`config.mk`:
```
export PLATFORM = sky130hd
export DESIGN_NAME = uart_tx_core
export DESIGN_NICKNAME = d
export VERILOG_FILES = /design/src/rtl/uart_tx_core.sv
export SDC_FILE = /design/constraint.sdc
export NUM_CORES = 1
export LEC_CHECK = 0
export CORE_MARGIN = 3
export CORE_UTILIZATION = 40
export CTS_CLUSTER_SIZE = 20
export DETAILED_ROUTE_END_ITERATION = 8
export MAX_ROUTING_LAYER = met4
export PLACE_DENSITY = 0.72
export SETUP_SLACK_MARGIN = 0.1
export SYNTH_ARGS = -nofsm -noshare
export SYNTH_HDL_FRONTEND = slang
export SYNTH_SLANG_ARGS = --single-unit
```
`constraint.sdc`:
```
create_clock -name clk -period 1.8 [get_ports clk]
set_input_delay 0.54 -clock clk [delete_from_list [all_inputs] [get_ports clk]]
set_output_delay 0.54 -clock clk [all_outputs]
set_load 0.02 [all_outputs]
```
`src/rtl/uart_tx_core.sv`:
```
// Parameterised UART transmitter: start bit, LSB-first payload, optional parity, 1 or 2 stop bits.
// A one-cycle done pulse marks frame completion; the next frame can be accepted in that same cycle.
module uart_tx_core #(
    parameter int DATA_W       = 8,
    parameter int CLKS_PER_BIT = 16,
    parameter int PARITY_MODE  = 0,
    parameter int STOP_BITS    = 1
) (
    input  logic              clk,
    input  logic              rst,
    input  logic [DATA_W-1:0] data,
    input  logic              valid,
    output logic              ready,
    output logic              Tx,
    output logic              busy,
    output logic              done
);

    localparam int CNT_W = (CLKS_PER_BIT > 1) ? $clog2(CLKS_PER_BIT) : 1;
    localparam int IDX_W = $clog2(DATA_W);
    localparam logic [CNT_W-1:0] CNT_LAST  = CNT_W'(CLKS_PER_BIT - 1);
    localparam logic [IDX_W-1:0] IDX_LAST  = IDX_W'(DATA_W - 1);
    localparam logic             STOP_LAST = (STOP_BITS == 2);

    typedef enum logic [2:0] {
        IDLE,
        START,
        DATA,
        PARITY,
        STOP
    } state_t;

    state_t            state, state_n;
    logic [CNT_W-1:0]  cnt, cnt_n;
    logic [IDX_W-1:0]  idx, idx_n;
    logic              stop_idx, stop_idx_n;
    logic [DATA_W-1:0] shreg, shreg_n;
    logic              tx_r, tx_n;
    logic              done_r, done_n;
    logic              bit_end;
    logic              parity_bit;

    assign bit_end    = (cnt == CNT_LAST);
    assign parity_bit = (PARITY_MODE == 2) ? ~(^shreg) : ^shreg;

    assign ready = (state == IDLE) && !rst;
    assign busy  = (state != IDLE);
    assign Tx    = tx_r;
    assign done  = done_r;

    always_ff @(posedge clk) begin
        if (rst) begin
            state    <= IDLE;
            cnt      <= '0;
            idx      <= '0;
            stop_idx <= 1'b0;
            shreg    <= '0;
            tx_r     <= 1'b1;
            done_r   <= 1'b0;
        end else begin
            state    <= state_n;
            cnt      <= cnt_n;
            idx      <= idx_n;
            stop_idx <= stop_idx_n;
            shreg    <= shreg_n;
            tx_r     <= tx_n;
            done_r   <= done_n;
        end
    end

    // Tx is registered: each branch loads the level of the bit that starts at the coming edge.
    always_comb begin
        state_n    = state;
        cnt_n      = bit_end ? '0 : cnt + CNT_W'(1);
        idx_n      = idx;
        stop_idx_n = stop_idx;
        shreg_n    = shreg;
        tx_n       = tx_r;
        done_n     = 1'b0;
        case (state)
            IDLE: begin
                cnt_n = '0;
                tx_n  = 1'b1;
                if (valid && ready) begin
                    state_n    = START;
                    shreg_n    = data;
                    tx_n       = 1'b0;
                    idx_n      = '0;
                    stop_idx_n = 1'b0;
                end
            end
            START: begin
                if (bit_end) begin
                    state_n = DATA;
                    idx_n   = '0;
                    tx_n    = shreg[0];
                end
            end
            DATA: begin
                if (bit_end) begin
                    if (idx == IDX_LAST) begin
                        stop_idx_n = 1'b0;
                        if (PARITY_MODE != 0) begin
                            state_n = PARITY;
                            tx_n    = parity_bit;
                        end else begin
                            state_n = STOP;
                            tx_n    = 1'b1;
                        end
                    end else begin
                        idx_n = idx + IDX_W'(1);
                        tx_n  = shreg[idx + IDX_W'(1)];
                    end
                end
            end
            PARITY: begin
                if (bit_end) begin
                    state_n    = STOP;
                    stop_idx_n = 1'b0;
                    tx_n       = 1'b1;
                end
            end
            STOP: begin
                tx_n = 1'b1;
                if (bit_end) begin
                    if (stop_idx == STOP_LAST) begin
                        state_n = IDLE;
                        done_n  = 1'b1;
                    end else begin
                        stop_idx_n = 1'b1;
                    end
                end
            end
            default: begin
                state_n = IDLE;
                tx_n    = 1'b1;
            end
        endcase
    end

endmodule

```
==> key figures, run 1 <==
Run status
  – Status: completed

Pwr
  – Pleak: 0.5199 nW
  – Power Dens Cells: ~670 nW/um^2
  – Max VDD drop: roughly 0.41 mV

Placed design
  – DP HPWL: roughly 1500 um
  – Port bufs: 14
  – RePlAce Congestion: 0.8021
  – DP Cell Count: 159

Synthesis
  – Mapped Avg Cell Area: 8.715 um^2
  – Netlist cell types: 33
  – Largest area contributor in the netlist: dfxtp_1
  – Async set or reset register ratio after synthesis: 0%
  – Synthesis Warnings: 0
  – Count leader, synth: nand2_1
  – Most instantiated cells after synthesis: nand2_1 (22), dfxtp_1 (20), nand3b_1 (9), nor2_1 (9), mux2i_1 (7)
  – Synth Instances: 115
  – Yosys top cell area share: 39.95%
  – Post-synth EDFFs: 0
  – #FFs+latches synth: 20
  – Top post-synthesis cells by area: dfxtp_1 (40%), nand2_1 (8.2%), mux2i_1 (7.0%)
  – Mapped Area: 1002 um^2
  – Net Count, Synth: 129
  – Post-synth top flop: dfxtp_1
  – Sequential cell area fraction in the yosys report: about two fifths

Floorplan
  – Row Count: 17
  – Overall die width: 56.06 um
  – Die area: 3142 um^2
  – Ports: 15
  – Initial core utilization: 43.63%
  – Die height: 56.06 um
  – Core area: 2297 um^2

Worst setup path
  – Nature of the critical path endpoint: output pin
  – CP cell instances: dlygate4sd2_1, nor4_4, buf_4
  – CP startpoint kind: primary input
  – CP max stage cell: dlygate4sd2_1
  – CP max FO: 2
  – Setup CP Type: in2out
  – CP Data Required Time: ~1.3 ns
  – WP data arrival: 1.15 ns
  – Reg2reg path depth: 6
  – Max stage delay on crit path: approximately 0.26 ns

Timing
  – Tcrit/Tclk final: 93.73%
  – Fmax achieved: 592.7 MHz
  – Hold WS: 0.4563 ns
  – Worst Skew: 0.005097 ns
  – Min Tclk post-route: 1.687 ns
  – Fin. Hold Viols: 0
  – Slew at the pin closest to its max-slew limit: 0.2972 ns
  – Final setup fails: 0
  – Final count of pins violating max slew: 0
  – RSZ-0062 raised after global routing: true
  – Relative slew slack: 80.19%

Flow run
  – Max Cap Violations: 0

Routing
  – Post-DRT Antenna Nets: 0
  – WL per Instance: 12.42 um
  – Drt via density: 5.115
  – Initial drt markers: 11
  – DRT Wirelength: 2050 um
  – Pre-antenna DRT Iters: 4
  – Routed vias: 844
  – Drt drc: 0

Min path
  – Hold path depth: 1
  – Hold WC Path Type: reg2reg

CTS
  – CTS H-tree lvls: 1
  – Latest clock arrival within the worst-skew pair: 0.29 ns
  – TritonCTS clock tree: done
  – CTS root buffer: clkbuf_4
  – Clock Sinks: 20
  – Clock transition at the registers of the reported paths: 0.11 ns
  – Max Buffers Root-to-Sink: 2
  – CTS Buf Count: 3

Final layout
  – Non-filler cells, final: 165
  – NumNets Final: 152
  – Share of layout cells above drive strength 1: a little over a fifth
  – Fill cells: 215
  – Diodes inserted: 0
  – Area Overhead vs Synth: 28.71%

Global route
  – Total GRT Usage: 13.77%
  – Overflow after GRT: 0
  – Vias in the first global route: 799
  – Initial antenna violation count: 0
  – Largest net degree at the start of global routing: 19
  – First-pass GRT wire length: 3394 um
[where the power goes]
part / internal (mW) / switching (mW) / total, mW
Clock: 0.123 / 0.133 / 0.257
Combinational: 0.0731 / 0.0581 / 0.131
Sequential: 0.460 / 0.0145 / 0.474
[cell families (layout without fill, tap and decap cells)]
logic type	count (synthesis)	after routing	share of synthesized area [%]
AND/OR/NAND/NOR	65	65	34.21
flip-flops	20	20	39.95
AO/OA/AOI/OAI	9	9	7.616
buffers and inverters	9	31	5.742
multiplexers	7	7	6.992
adder cells (fa/ha/maj)	3	3	3.746
XOR/XNOR	2	2	1.748
[area by class of cell]
type	count	area, um^2	share of cell area (%)
Multi-Input combinational cell	86	576.8	44.71
Inverter	2	7.507	0.5820
Clock buffer	4	36.28	2.813
Timing Repair Buffer	25	224.0	17.36
Sequential cell	20	410.4	31.81
Tap cell	28	35.03	2.716
[routing by layer]
metal / global-route usage, % / up-vias / share of wire [%]
met5: - / - / 0
met4: 6.441 / 0 / 1.8
li1: - / 442 / -
met2: 22.04 / 13 / 47
met3: 2.784 / 4 / 3.3
met1: 16.50 / 385 / 48
[worst paths after layout]
path               start      to  slack (ns)
setup / recovery     rst   ready        0.11
hold / removal    cnt[0]  cnt[0]        0.46
setup reg to reg  idx[0]  idx[0]        0.17
hold reg to reg   cnt[0]  cnt[0]        0.46
[sequential cells by signal (all words and copies together) (netlist names)]
signal / flops
Tx: 1
cnt: 4
done: 1
idx: 3
shreg: 8
state: 3
[cell usage in the layout (no fill, tap or decap), drive strengths merged, types with 3 or more instances in the layout]
cell           Yosys  routed
nand2             23      23
dfxtp             20      20
buf                4      13
nand3b             9       9
nor2               9       9
clkdlybuf4s50      0       9
mux2i              7       7
nor3               6       6
nand2b             4       4
clkbuf             3       4
dlygate4sd2        0       3
nand3              3       3
ha                 3       3
[per-stage QoR]
step	utilization (%)	worst slack, ns	instance area [um^2]	total power [mW]	setup TNS (ns)
final	56.15	0.1129	1290	0.8620	0
after global routing	56.15	0.03763	1290	0.9065	0
after CTS	55.88	0.04238	1284	0.8740	0
after detailed placement	52.94	-0.5623	1216	0.6160	-0.9269
after global placement	52.94	-0.5314	1216	0.6123	-0.5438
after floorplan	-	0.1614	1011	0.5544	0
[critical path: cells and delay by family]
family,cells,cell delay [ns]
buffers and inverters,2,0.45
and+or+nand+nor,1,0.16
[repair_timing]
action                     CTS  global route
cloned                       0             0
gates resized for setup     21             2
setup endpoints to repair    5             4
pin swaps                    3             2
buffers inserted             2             0
hold buffers                 0             0
(Power assumes the default switching activity.)
==> inputs of run 2 (changes only) <==
--- a/config.mk
+++ b/config.mk
@@ -7,6 +7,7 @@
 export LEC_CHECK = 0
 export CORE_MARGIN = 3
 export CORE_UTILIZATION = 40
+export CTS_BUF_LIST = sky130_fd_sc_hd__clkbuf_16
 export CTS_CLUSTER_SIZE = 20
 export DETAILED_ROUTE_END_ITERATION = 8
 export MAX_ROUTING_LAYER = met4
==> key figures, run 2 (synthesized netlist as in run 1, its figures left out) <==
Pwr
  – Clock share of power: 42.1%
  – Comb pwr share: 12.9%
  – Net Switching: around 0.23 mW
  – Int Power: 0.8374 mW
  – Max VDD drop: 0.5324 mV
  – Power Dens Cells: 798.2 nW/um^2
  – Power share of the sequential group: 44.9%
  – Pleak: 0.5356 nW
  – Sw Share: 21.42%

Timing
  – RSZ-0062 raised after global routing: true
  – Fin. Hold Viols: 0
  – Slew at the pin closest to its max-slew limit: 0.2813 ns
  – Setup TNS Final: 0 ns
  – Tcrit/Tclk final: ~93%
  – Relative slew slack: 81.25%
  – Final setup fails: 0
  – Fmax achieved: about 600 MHz
  – Final count of pins violating max slew: 0
  – Worst Skew: 0.002015 ns
  – Min Tclk post-route: 1.671 ns

Worst setup path
  – CP Data Required Time: 1.26 ns
  – Reg2reg path depth: 6
  – Buf+Inv Stages, Crit Path: 2
  – FF-to-FF setup slack: 0.20 ns
  – CP startpoint kind: flop
  – CP max FO: 3
  – CP cell instances: nor3_4, inv_1, clkdlybuf4s15_2
  – WP data arrival: 1.13 ns
  – Setup CP Type: reg2out
  – CP Launch Point: state[1]
  – CP max stage cell: dfxtp_1
  – Reg2Reg Capture Point: idx[1]
  – Nature of the critical path endpoint: output pin
  – CP delay by family, top: flip-flops
  – Worst r2r src: idx[0]
  – Max stage delay on crit path: 0.36 ns

Placed design
  – DP HPWL: 1468 um
  – RePlAce Congestion: 0.8021
  – Port bufs: 14
  – Placed Area: 1216 um^2

Routing
  – Pre-antenna DRT Iters: 6
  – DRT Wirelength: ~2100 um
  – WL met3: 64 um
  – WL per Instance: 12.65 um
  – Drt via density: 5.229
  – DR WL met2: 987 um
  – Routed vias: slightly below 900
  – DR top layer: met4
  – Initial drt markers: 24
  – Metal-1 WL: 1004 um
  – Drt drc: 0
  – Post-DRT Antenna Nets: 0

Global route
  – Overflow after GRT: 0
  – Initial antenna violation count: 0
  – Total GRT Usage: 13.97%
  – Largest net degree at the start of global routing: 19
  – First-pass GRT wire length: 3443 um
  – Vias in the first global route: 816

Floorplan
  – Overall die width: 56.06 um
  – Initial core utilization: 43.63%
  – Die area: between 3000 and 4000 um^2
  – Core area: 2297 um^2
  – Die height: 56.06 um
  – Ports: 15
  – Row Count: 17

CTS
  – Clock Sinks: 20
  – CTS H-tree lvls: 1
  – Clock transition at the registers of the reported paths: ~0.05 ns
  – Post-CTS Hold Fix Bufs: 0
  – Max Buffers Root-to-Sink: 2
  – TritonCTS clock tree: done
  – CTS Buf Count: 3
  – CTS root buffer: clkbuf_16
  – Latest clock arrival within the worst-skew pair: 0.25 ns

Final layout
  – Number of flip-flops in the largest register: 8
  – Final instance area: 1335 um^2
  – Fill cells: 210
  – Most frequent cells in the layout: nand2_1 (22), dfxtp_1 (18), buf_4 (12)
  – Register area: 402.9 um^2
  – NumNets Final: 153
  – Multi-input logic area: 571.8 um^2
  – Biggest regs: shreg: 8 flops, cnt: 4 flops
  – Share of layout cells above drive strength 1: 18.84%
  – Diodes inserted: 0
  – Reg with most FFs: shreg
  – Commonest non-fill, non-tap cell in the layout: nand2_1
  – Area Overhead vs Synth: 33.21%

Min path
  – Hold WC Path Type: reg2reg
  – Hold path depth: 1
  – Worst Hold End: cnt[0]
  – Hold Startpoint: cnt[0]

Flow run
  – Max Cap Violations: 0

Run status
  – Status: completed
run 2: layout make-up:
cell class	instances	share of cell area (%)
Timing Repair Buffer	26	17.90
Sequential cell	20	30.18
Tap cell	28	2.624
Clock inverter	1	0.2812
Multi-Input combinational cell	86	42.83
Clock buffer	3	5.623
Inverter	2	0.5623
run 2: worst max-delay path by stage:
stage / to / slack (ns) / cells past startpoint
after CTS: ready / 0.09 / 3
final: busy / 0.13 / 3
after detailed placement: ready / -0.56 / 3
after floorplan: idx[0] / 0.16 / 5
after global routing: ready / 0.09 / 3
after global placement: ready / -0.53 / 3
run 2: what timing repair did:
| item | 4_1_cts | 5_1_grt |
|---|---|---|
| pin swaps | 3 | 3 |
| endpoints found under the setup margin | 5 | 5 |
| buffers inserted | 2 | 1 |
| resized for setup | 15 | 3 |
| gates cloned | 0 | 0 |
run 2: routing by layer:
layer,vias up,track usage [%]
li1,445,-
met3,5,3.248
met1,399,16.92
met5,-,-
met4,0,6.780
met2,19,21.70
run 2: metrics by stage:
stage | utilization (%) | std cells | total power, mW | worst slack (ns) | hold WS, ns
after CTS | 57.24 | 165 | 1.074 | 0.08944 | 0.4547
after detailed placement | 52.94 | 159 | 0.6160 | -0.5623 | 0.4469
after global placement | 52.94 | 159 | 0.6123 | -0.5314 | 0.4281
final | 58.12 | 166 | 1.066 | 0.1288 | 0.4541
after floorplan | - | 115 | 0.5544 | 0.1614 | 0.4175
after global routing | 58.12 | 166 | 1.105 | 0.09100 | 0.4954
run 2: power groups by stage:
stage	clock, mW	sequential [mW]	combinational (mW)
after floorplan	0	0.485	0.0697
after global placement	0	0.485	0.128
after detailed placement	0	0.486	0.130
after global routing	0.476	0.480	0.149
final	0.449	0.479	0.138
after CTS	0.463	0.477	0.133
